$ cat src/rtl/gol_pkg.sv
// Shared types and constants for the GOL row-scan display driver.
// The BLANK state exists only when GOL_ROW_BLANK_EN is defined.
package gol_pkg;

  typedef logic [63:0] grid_t;
  typedef logic [7:0]  row_t;

`ifdef GOL_ROW_BLANK_EN
  typedef enum logic [1:0] {
    StIdle,
    StShow,
    StBlank
  } scan_state_t;
`else
  typedef enum logic [1:0] {
    StIdle,
    StShow
  } scan_state_t;
`endif

  localparam int unsigned DWELL_DEFAULT = 1000;

  function automatic row_t row_onehot(input logic [2:0] idx);
    return row_t'(8'd1 << idx);
  endfunction

endpackage

$ cat src/rtl/gol_row_timer.sv
// Loadable down-counter; expire_o is high on the terminal (zero) cycle.
module gol_row_timer #(
  parameter int unsigned Width = 16
) (
  input  logic             clk,
  input  logic             reset,
  input  logic             load_i,
  input  logic [Width-1:0] load_val_i,
  output logic             expire_o
);

  logic [Width-1:0] cnt_q;

  always_ff @(posedge clk) begin
    if (reset) begin
      cnt_q <= '0;
    end else if (load_i) begin
      cnt_q <= load_val_i;
    end else if (cnt_q != '0) begin
      cnt_q <= cnt_q - Width'(1);
    end
  end

  assign expire_o = (cnt_q == '0);

endmodule

$ cat src/rtl/gol_row_scan.sv
// Row-multiplexed 8x8 display scanner with a one-deep pending generation buffer.
// Define GOL_ROW_BLANK_EN to insert BLANK cycles of dark time after every row.
module gol_row_scan
  import gol_pkg::*;
#(
  parameter int unsigned DWELL = DWELL_DEFAULT,
  parameter int unsigned BLANK = 16
) (
  input  logic        clk,
  input  logic        reset,
  input  logic [63:0] grid_in,
  input  logic        grid_valid,
  output logic        grid_ready,
  output logic [7:0]  row_sel,
  output logic [7:0]  col_data,
  output logic        frame_done,
  output logic        busy
);

  if (DWELL < 2 || DWELL > 65535 || BLANK < 1 || BLANK > 255) begin : g_param_check
    $error("gol_row_scan: DWELL or BLANK out of range");
  end

  localparam logic [15:0] DwellLoad = 16'(DWELL - 1);

  scan_state_t state_q;
  logic [2:0]  row_q;
  grid_t       pending_q, display_q;
  logic        pending_full_q, pending_full_d;
  logic        wrap_q;

  logic accept, start, row_end, step, wrap, transfer;
  logic dwell_load, dwell_expire;

`ifdef GOL_ROW_BLANK_EN
  localparam logic [7:0] BlankLoad = 8'(BLANK - 1);
  logic blank_load, blank_expire;
`endif

  always_comb begin
    accept  = grid_valid && grid_ready;
    start   = (state_q == StIdle) && pending_full_q;
    row_end = (state_q == StShow) && dwell_expire;
`ifdef GOL_ROW_BLANK_EN
    blank_load = row_end;
    step       = (state_q == StBlank) && blank_expire;
`else
    step       = row_end;
`endif
    wrap       = step && (row_q == 3'd7);
    dwell_load = start || step;
    // Display only reloads at frame boundaries, so a frame never tears.
    transfer   = start || (wrap && pending_full_q);
    pending_full_d = pending_full_q;
    if (transfer) begin
      pending_full_d = 1'b0;
    end else if (accept) begin
      pending_full_d = 1'b1;
    end
  end

  gol_row_timer #(
    .Width (16)
  ) u_dwell_timer (
    .clk        (clk),
    .reset      (reset),
    .load_i     (dwell_load),
    .load_val_i (DwellLoad),
    .expire_o   (dwell_expire)
  );

`ifdef GOL_ROW_BLANK_EN
  gol_row_timer #(
    .Width (8)
  ) u_blank_timer (
    .clk        (clk),
    .reset      (reset),
    .load_i     (blank_load),
    .load_val_i (BlankLoad),
    .expire_o   (blank_expire)
  );
`endif

  always_ff @(posedge clk) begin
    if (reset) begin
      state_q        <= StIdle;
      row_q          <= '0;
      pending_q      <= '0;
      display_q      <= '0;
      pending_full_q <= 1'b0;
      wrap_q         <= 1'b0;
      grid_ready     <= 1'b1;
      row_sel        <= '0;
      col_data       <= '0;
      frame_done     <= 1'b0;
      busy           <= 1'b0;
    end else begin
      pending_full_q <= pending_full_d;
      grid_ready     <= !pending_full_d;
      if (accept) begin
        pending_q <= grid_in;
      end
      if (transfer) begin
        display_q <= pending_q;
      end

      if (start) begin
        state_q <= StShow;
        row_q   <= '0;
`ifdef GOL_ROW_BLANK_EN
      end else if (row_end) begin
        state_q <= StBlank;
      end else if (step) begin
        state_q <= StShow;
        row_q   <= row_q + 3'd1;
`else
      end else if (step) begin
        row_q   <= row_q + 3'd1;
`endif
      end

      // Output stage lags the FSM by one edge; frame_done lines up with row 0.
      wrap_q     <= wrap;
      frame_done <= wrap_q;
      busy       <= (state_q != StIdle) || start;
      row_sel    <= (state_q == StShow) ? row_onehot(row_q) : '0;
      col_data   <= (state_q == StShow) ? display_q[{row_q, 3'b000} +: 8] : '0;
    end
  end

endmodule

$ cat config.mk
export PLATFORM = sky130hd
export DESIGN_NAME = gol_row_scan
export DESIGN_NICKNAME = d
export VERILOG_FILES = /design/src/rtl/gol_pkg.sv /design/src/rtl/gol_row_timer.sv /design/src/rtl/gol_row_scan.sv
export SDC_FILE = /design/constraint.sdc
export NUM_CORES = 1
export LEC_CHECK = 0
export CAP_MARGIN = 20
export CORE_MARGIN = 2
export CORE_UTILIZATION = 40
export CTS_BUF_LIST = sky130_fd_sc_hd__clkbuf_2 sky130_fd_sc_hd__clkbuf_4 sky130_fd_sc_hd__clkbuf_8
export CTS_CLUSTER_SIZE = 12
export DETAILED_ROUTE_END_ITERATION = 16
export PLACE_DENSITY = 0.58
export SYNTH_ARGS = -nofsm -noshare
export SYNTH_HDL_FRONTEND = slang
export SYNTH_SLANG_ARGS = --single-unit
$ cat constraint.sdc
create_clock -name clk -period 2.2 [get_ports clk]
set_clock_uncertainty 0.2 [all_clocks]
set_input_delay 0.22 -clock clk [delete_from_list [all_inputs] [get_ports clk]]
set_output_delay 0.22 -clock clk [all_outputs]
set_load 0.02 [all_outputs]
# Yosys cells after proc, flatten, opt, wreduce, memory -nomap -nowiden
# Index checks and enable logic that the tools add are counted.
word_totals:
  output_inout_bits: 19
  elab_cells: 39
  input_bits: 67
  regBits: 169
classes:
  mux: 4
  n_shift: 2
  n_bitwise: 1
  eq_ne: 1
  reduce_logical: 16
  addsub: 2
op_table:
  columns: ["operator", "n"]
  rows:
  - ["indexed part select 64 x 7 -> 8 bit", 1]
  - ["2-to-1 mux 10 bit", 2]
  - ["logical NOT 16 bit", 1]
  - ["nonzero test 16 bit", 1]
  - ["subtractor 16 x 1 -> 16 bit (second input constant)", 1]
  - ["left shift 1 x 3 -> 8 bit (first input constant)", 1]
  - ["OR reduction 2 bit", 3]
  - ["logical AND 1 bit", 5]
  - ["adder 3 x 1 -> 3 bit (second input constant)", 1]
  - ["== test 3 bit (second input constant)", 1]
  - ["logical OR 1 bit", 3]
  - ["logical NOT 2 bit", 1]
  - ["2-to-1 mux 1 bit", 2]
  - ["nonzero test 2 bit", 1]
  - ["logical NOT 1 bit", 1]
  - ["NOT 1 bit", 1]

# Longest topological paths before layout
logic_depth:
  word_depth: 7
  depth_mapped: 8
  mapped_depth_nobuf: 6

# Cells and area by module
# From an unflattened synthesis, not the netlist that was laid out.
hier_totals:
  cells_unflattened: 787
  hier_area_um2: 7275.7
modules_own_cells:
  columns: ["module", "area_each_um2", "seq_area_each_um2", "cells_each", "instances"]
  rows:
  - ["gol_row_scan", 6311.1, 3062.9, 671, 1]
  - ["gol_row_timer", 964.7, 320.3, 116, 1]

# Least setup slack after synthesis
# No wires, ideal clock.
synth_timing:
  path_type: "flip-flop to flip-flop"
  startpoint: "register u_dwell_timer.cnt_q[0]"
  endpoint: "register display_q[10]"
  path_slack_ns: 0.243
  required_time_ns: 1.928
  path_buffers: 2
  setup_ns: 0.072
  synth_period_minus_slack_ns: 1.957
  stages_incl_launch_ff: 9
  arrival_ns: 1.686
  path_cell_list: "dfxtp_1 inv_1 ha_1 nor4b_4 and4_4 a31oi_1 buf_6 buf_6 mux2i_1"
synth_via:
  elab_chain_cells: 5
synth_lines:
  columns: ["element", "line", "source"]
  rows:
  - ["start, declared", "gol_row_timer.sv:12", "logic [Width-1:0] cnt_q;"]
  - ["start signal, assigned", "gol_row_timer.sv:18", "cnt_q <= load_val_i;"]
  - ["start signal, assigned", "gol_row_timer.sv:20", "cnt_q <= cnt_q - Width'(1);"]
  - ["logical NOT 16 bit", "gol_row_timer.sv:24", "assign expire_o = (cnt_q == '0);"]
  - ["logical AND 1 bit", "gol_row_scan.sv:43", "row_end = (state_q == StShow) && dwell_expire;"]
  - ["logical AND 1 bit", "gol_row_scan.sv:50", "wrap = step && (row_q == 3'd7);"]
  - ["logical AND 1 bit", "gol_row_scan.sv:53", "transfer = start || (wrap && pending_full_q);"]
  - ["logical OR 1 bit", "gol_row_scan.sv:53", null]
  - ["end signal, assigned", "gol_row_scan.sv:104", "display_q <= pending_q;"]
  - ["end, declared", "gol_row_scan.sv:28", "grid_t pending_q, display_q;"]
# No other way between the ends.
# A chain may end at the register's enable or synchronous reset.

# Worst setup path after layout
layout_timing:
  startpoint: "register u_dwell_timer.cnt_q[0]"
  endpoint: "register display_q[7]"
# Same word-level chain as after synthesis.

==> reports/metrics.yaml <==
outcome:
  status: "finished clean"
pwr:
  internal-power_mw: 5.39
  seq_power_share_pct: 45.6
  pwr-share-clk_pct: 29.8
  p_leak_nw: 3.39
  power_density_nw_per_um2: 926
  swShare_pct: 31.2
  p_switching_mw: 2.44
  ir_worst_vdd_mv: 0.638
  comb_power_share_pct: 24.6
  finalPower_mw: 7.82
critical_path:
  critPathMaxStageDelay_ns: 0.36
  path_cells: "inv_1 -> ha_1 -> nor4b_4 -> and4_4 -> a31oi_4 -> buf_12 -> buf_12 -> mux2i_2"
  critical_path_class: "flip-flop to flip-flop"
  path_max_fanout: 16
  r2r-end: "display_q[7]$_SDFFE_PP0P_"
  crit_path_start_kind: "flip-flop"
  r2r_cells: 8
  critPathArrivalTime_ns: 2.25
  cpMaxStageDelayCell: "dfxtp_2"
  regToRegSetupSlack_ns: 0.09
  path_depth: 8
  end_kind: "flip-flop"
  cp_top_family: "simple AND/OR/NAND/NOR gates"
  regToRegStartpoint: "u_dwell_timer.cnt_q[0]$_SDFFE_PP0P_"
  cp.required_ns: 2.34
  cp_common_cell: "buf_12"
  cp_num_buf_inv: 3
detailed_routing:
  wl_met2_mm: 8.14
  met1_length_mm: 7.30
  vias_per_cell: 5.08
  vias: 5423
  drtIter0Drc: 346
  top_layer: "met4"
  final_antenna_net_count: 0
  drc_errors: 0
  drt-total-wl_mm: 16.3
  wl_per_cell_um: 15.3
  route.met3.wl_um: 675
  dr.pass1.iters: 5
clock_tree:
  cts-buffers-inserted: 17
  root_buffer: "clkbuf_8"
  clock-sinks: 169
  clockBufferDepth: 2
  clkTransAtPathRegs_ns: 0.09
  htreeDepth: 4
  clk_latency_ns: 0.46
  tritoncts: "yes"
yosys:
  synth-adder-area-share_pct: 1.28
  muxShareOfSynthArea_pct: 14.9
  synth_edf_count: 0
  syn_area_um2: 6850
  yosysUniqueCellTypes: 45
  ys.flop_type: "dfxtp_1"
  synthCells: 761
  yosys_warnings: 0
  yosysSeqAreaShare_pct: 49.4
  async_flop_share_pct: 0
  synth_area_per_cell_um2: 9.01
  synth_xor_area_share_pct: 0.256
  synth_top_family_by_area: "simple AND/OR/NAND/NOR gates"
  synth_compound_area_share_pct: 9.80
  synth_seq_cells: 169
  yosys.area_share.simple_pct: 20.2
  synth_fp_nets: 835
finish:
  antenna_cells: 0
  final_nets: 908
  layout_commonest_cell: "nand2_1"
  final_util_pct: 50.8
  drive_gt1_share_pct: 10.7
  areaGrowthSynthToFinish_pct: 23.3
  most-common-layout-cells: "264 x nand2_1, 167 x dfxtp_1, 84 x clkdlybuf4s50_1"
flow_run:
  max_cap_violations: 0
die:
  io-pin-count: 86
  core_area_um2: 16600
  fp.dieW_um: 135
  row_count: 47
  fp.dieArea_um2: 18200
  die_y_um: 135
  start_util_pct: 41.2
placed_design:
  port_buffers: 85
  place_ws_ns: 0.0183
  dp_hpwl_mm: 11.2
  routabilityCongestion: 0.838
sta:
  maxSlewViolCount: 0
  max_freq_mhz: 475
  fin_crit_sh_pct: 95.7
  setup_ws_ns: 0.0940
  relSlewSlack_pct: 64.0
  timing.setup.tns_ns: 0
  rsz0062_at_grt: "false"
  worst_pin_slew_ns: 0.536
  fin_crit_ns: 2.11
  setup_violations: 0
  hold_violations: 0
grt:
  gr-total-overflow: 0
  grt_pass1_wl_mm: 26.1
  grt_start_max_net_pins: 67
  grt.total_usage_pct: 18.2
  antenna_found_initial: 0
  grt_pass1_vias: 5242
worst_hold_path:
  hp-start: "grid_in[31]"
  hp-class: "input port to flip-flop"
  whs_endpoint: "pending_q[31]$_SDFFE_PP0P_"
  whs_path_depth: 3
==> layer usage <==
layer	global-route usage [%]	up-vias
li1	-	2736
met2	31.0	84
met4	5.20	0
met5	0	-
met3	4.84	14
met1	22.5	2589
==> what timing repair did <==
item,4_1_cts,5_1_grt
buffers inserted,0,4
hold buffers,1,0
gates cloned,0,2
gates resized for setup,1,5
pin swaps,1,1
hold endpoints to repair,3,0
endpoints found under the setup margin,5,83
==> synth_stat cells (6+ instances only) <==
cell      number  share of area (%)
a21oi_1       83                6.1
a22o_1         8                1.0
and2_1         6               0.55
and3_1         7               0.64
buf_6          7                1.2
clkbuf_1      36                2.0
dfxtp_1      169                 49
ha_1           7                1.3
inv_1          8               0.44
mux2i_1       65                9.5
mux4_2        16                5.3
nand2_1      265                 15
nand3_1        7               0.51
nor2_1         6               0.33
nor4_1         7               0.64
o21ai_0        7               0.51
==> metrics by stage <==
step	cells	hold slack [ns]	area, um^2
floorplan	761	0.156	6850
global placement	1028	0.227	7900
detailed placement	1028	0.230	7900
CTS	1061	0.0760	8340
global route	1067	0.0946	8450
finish	1067	0.0973	8450
==> flip-flops by register name, indices dropped and copies added, names as in the netlist <==
name                 cells
busy                     1
col_data                 8
display_q               64
frame_done               1
grid_ready               1
pending_full_q           1
pending_q               64
row_q                    3
row_sel                  8
state_q                  1
u_dwell_timer.cnt_q     16
wrap_q                   1
==> cell type report <==
class                           count  area, um^2
Fill cell                        1578        8190
Sequential cell                   169        3390
Multi-Input combinational cell    531        3220
Timing Repair Buffer              107        1110
Clock buffer                       21         283
Tap cell                          220         275
Clock inverter                     11         145
Inverter                            8        31.3
==> how the worst max path moves through the flow <==
stage | slack, ns | to | start
after CTS | 0.03 | u_dwell_timer.cnt_q[1]$_SDFFE_PP0P_ | u_dwell_timer.cnt_q[1]$_SDFFE_PP0P_
after floorplan | 0.24 | display_q[10]$_SDFFE_PP0P_ | u_dwell_timer.cnt_q[0]$_SDFFE_PP0P_
after global routing | 0.006 | display_q[7]$_SDFFE_PP0P_ | u_dwell_timer.cnt_q[1]$_SDFFE_PP0P_
after global placement | 0.07 | u_dwell_timer.cnt_q[1]$_SDFFE_PP0P_ | u_dwell_timer.cnt_q[0]$_SDFFE_PP0P_
final | 0.09 | display_q[7]$_SDFFE_PP0P_ | u_dwell_timer.cnt_q[0]$_SDFFE_PP0P_
after detailed placement | 0.02 | display_q[7]$_SDFFE_PP0P_ | u_dwell_timer.cnt_q[0]$_SDFFE_PP0P_
==> cells by family after synthesis <==
kind of cell    Yosys count
compound gates          117
xor+xnor                  2
fa+ha+maj                 7
buf+inv                  61
flops                   169
mux                      82
simple gates            323
==> power by group through the flow <==
stage | Combinational [mW] | Clock, mW | Sequential, mW
floorplan | 1.26 | 0 | 3.53
finish | 1.92 | 2.33 | 3.57
global route | 2.12 | 2.51 | 3.62
detailed placement | 1.71 | 0 | 3.61
CTS | 1.72 | 2.39 | 3.54
global placement | 1.69 | 0 | 3.60
==> worst reg2reg max path, cell delays in order, from the launching register on <==
cell	delay (ns)
dfxtp_2	0.36
inv_1	0.09
ha_1	0.17
nor4b_4	0.28
and4_4	0.31
a31oi_4	0.10
buf_12	0.17
buf_12	0.16
mux2i_2	0.17
Power figures use the tool's default switching activity.
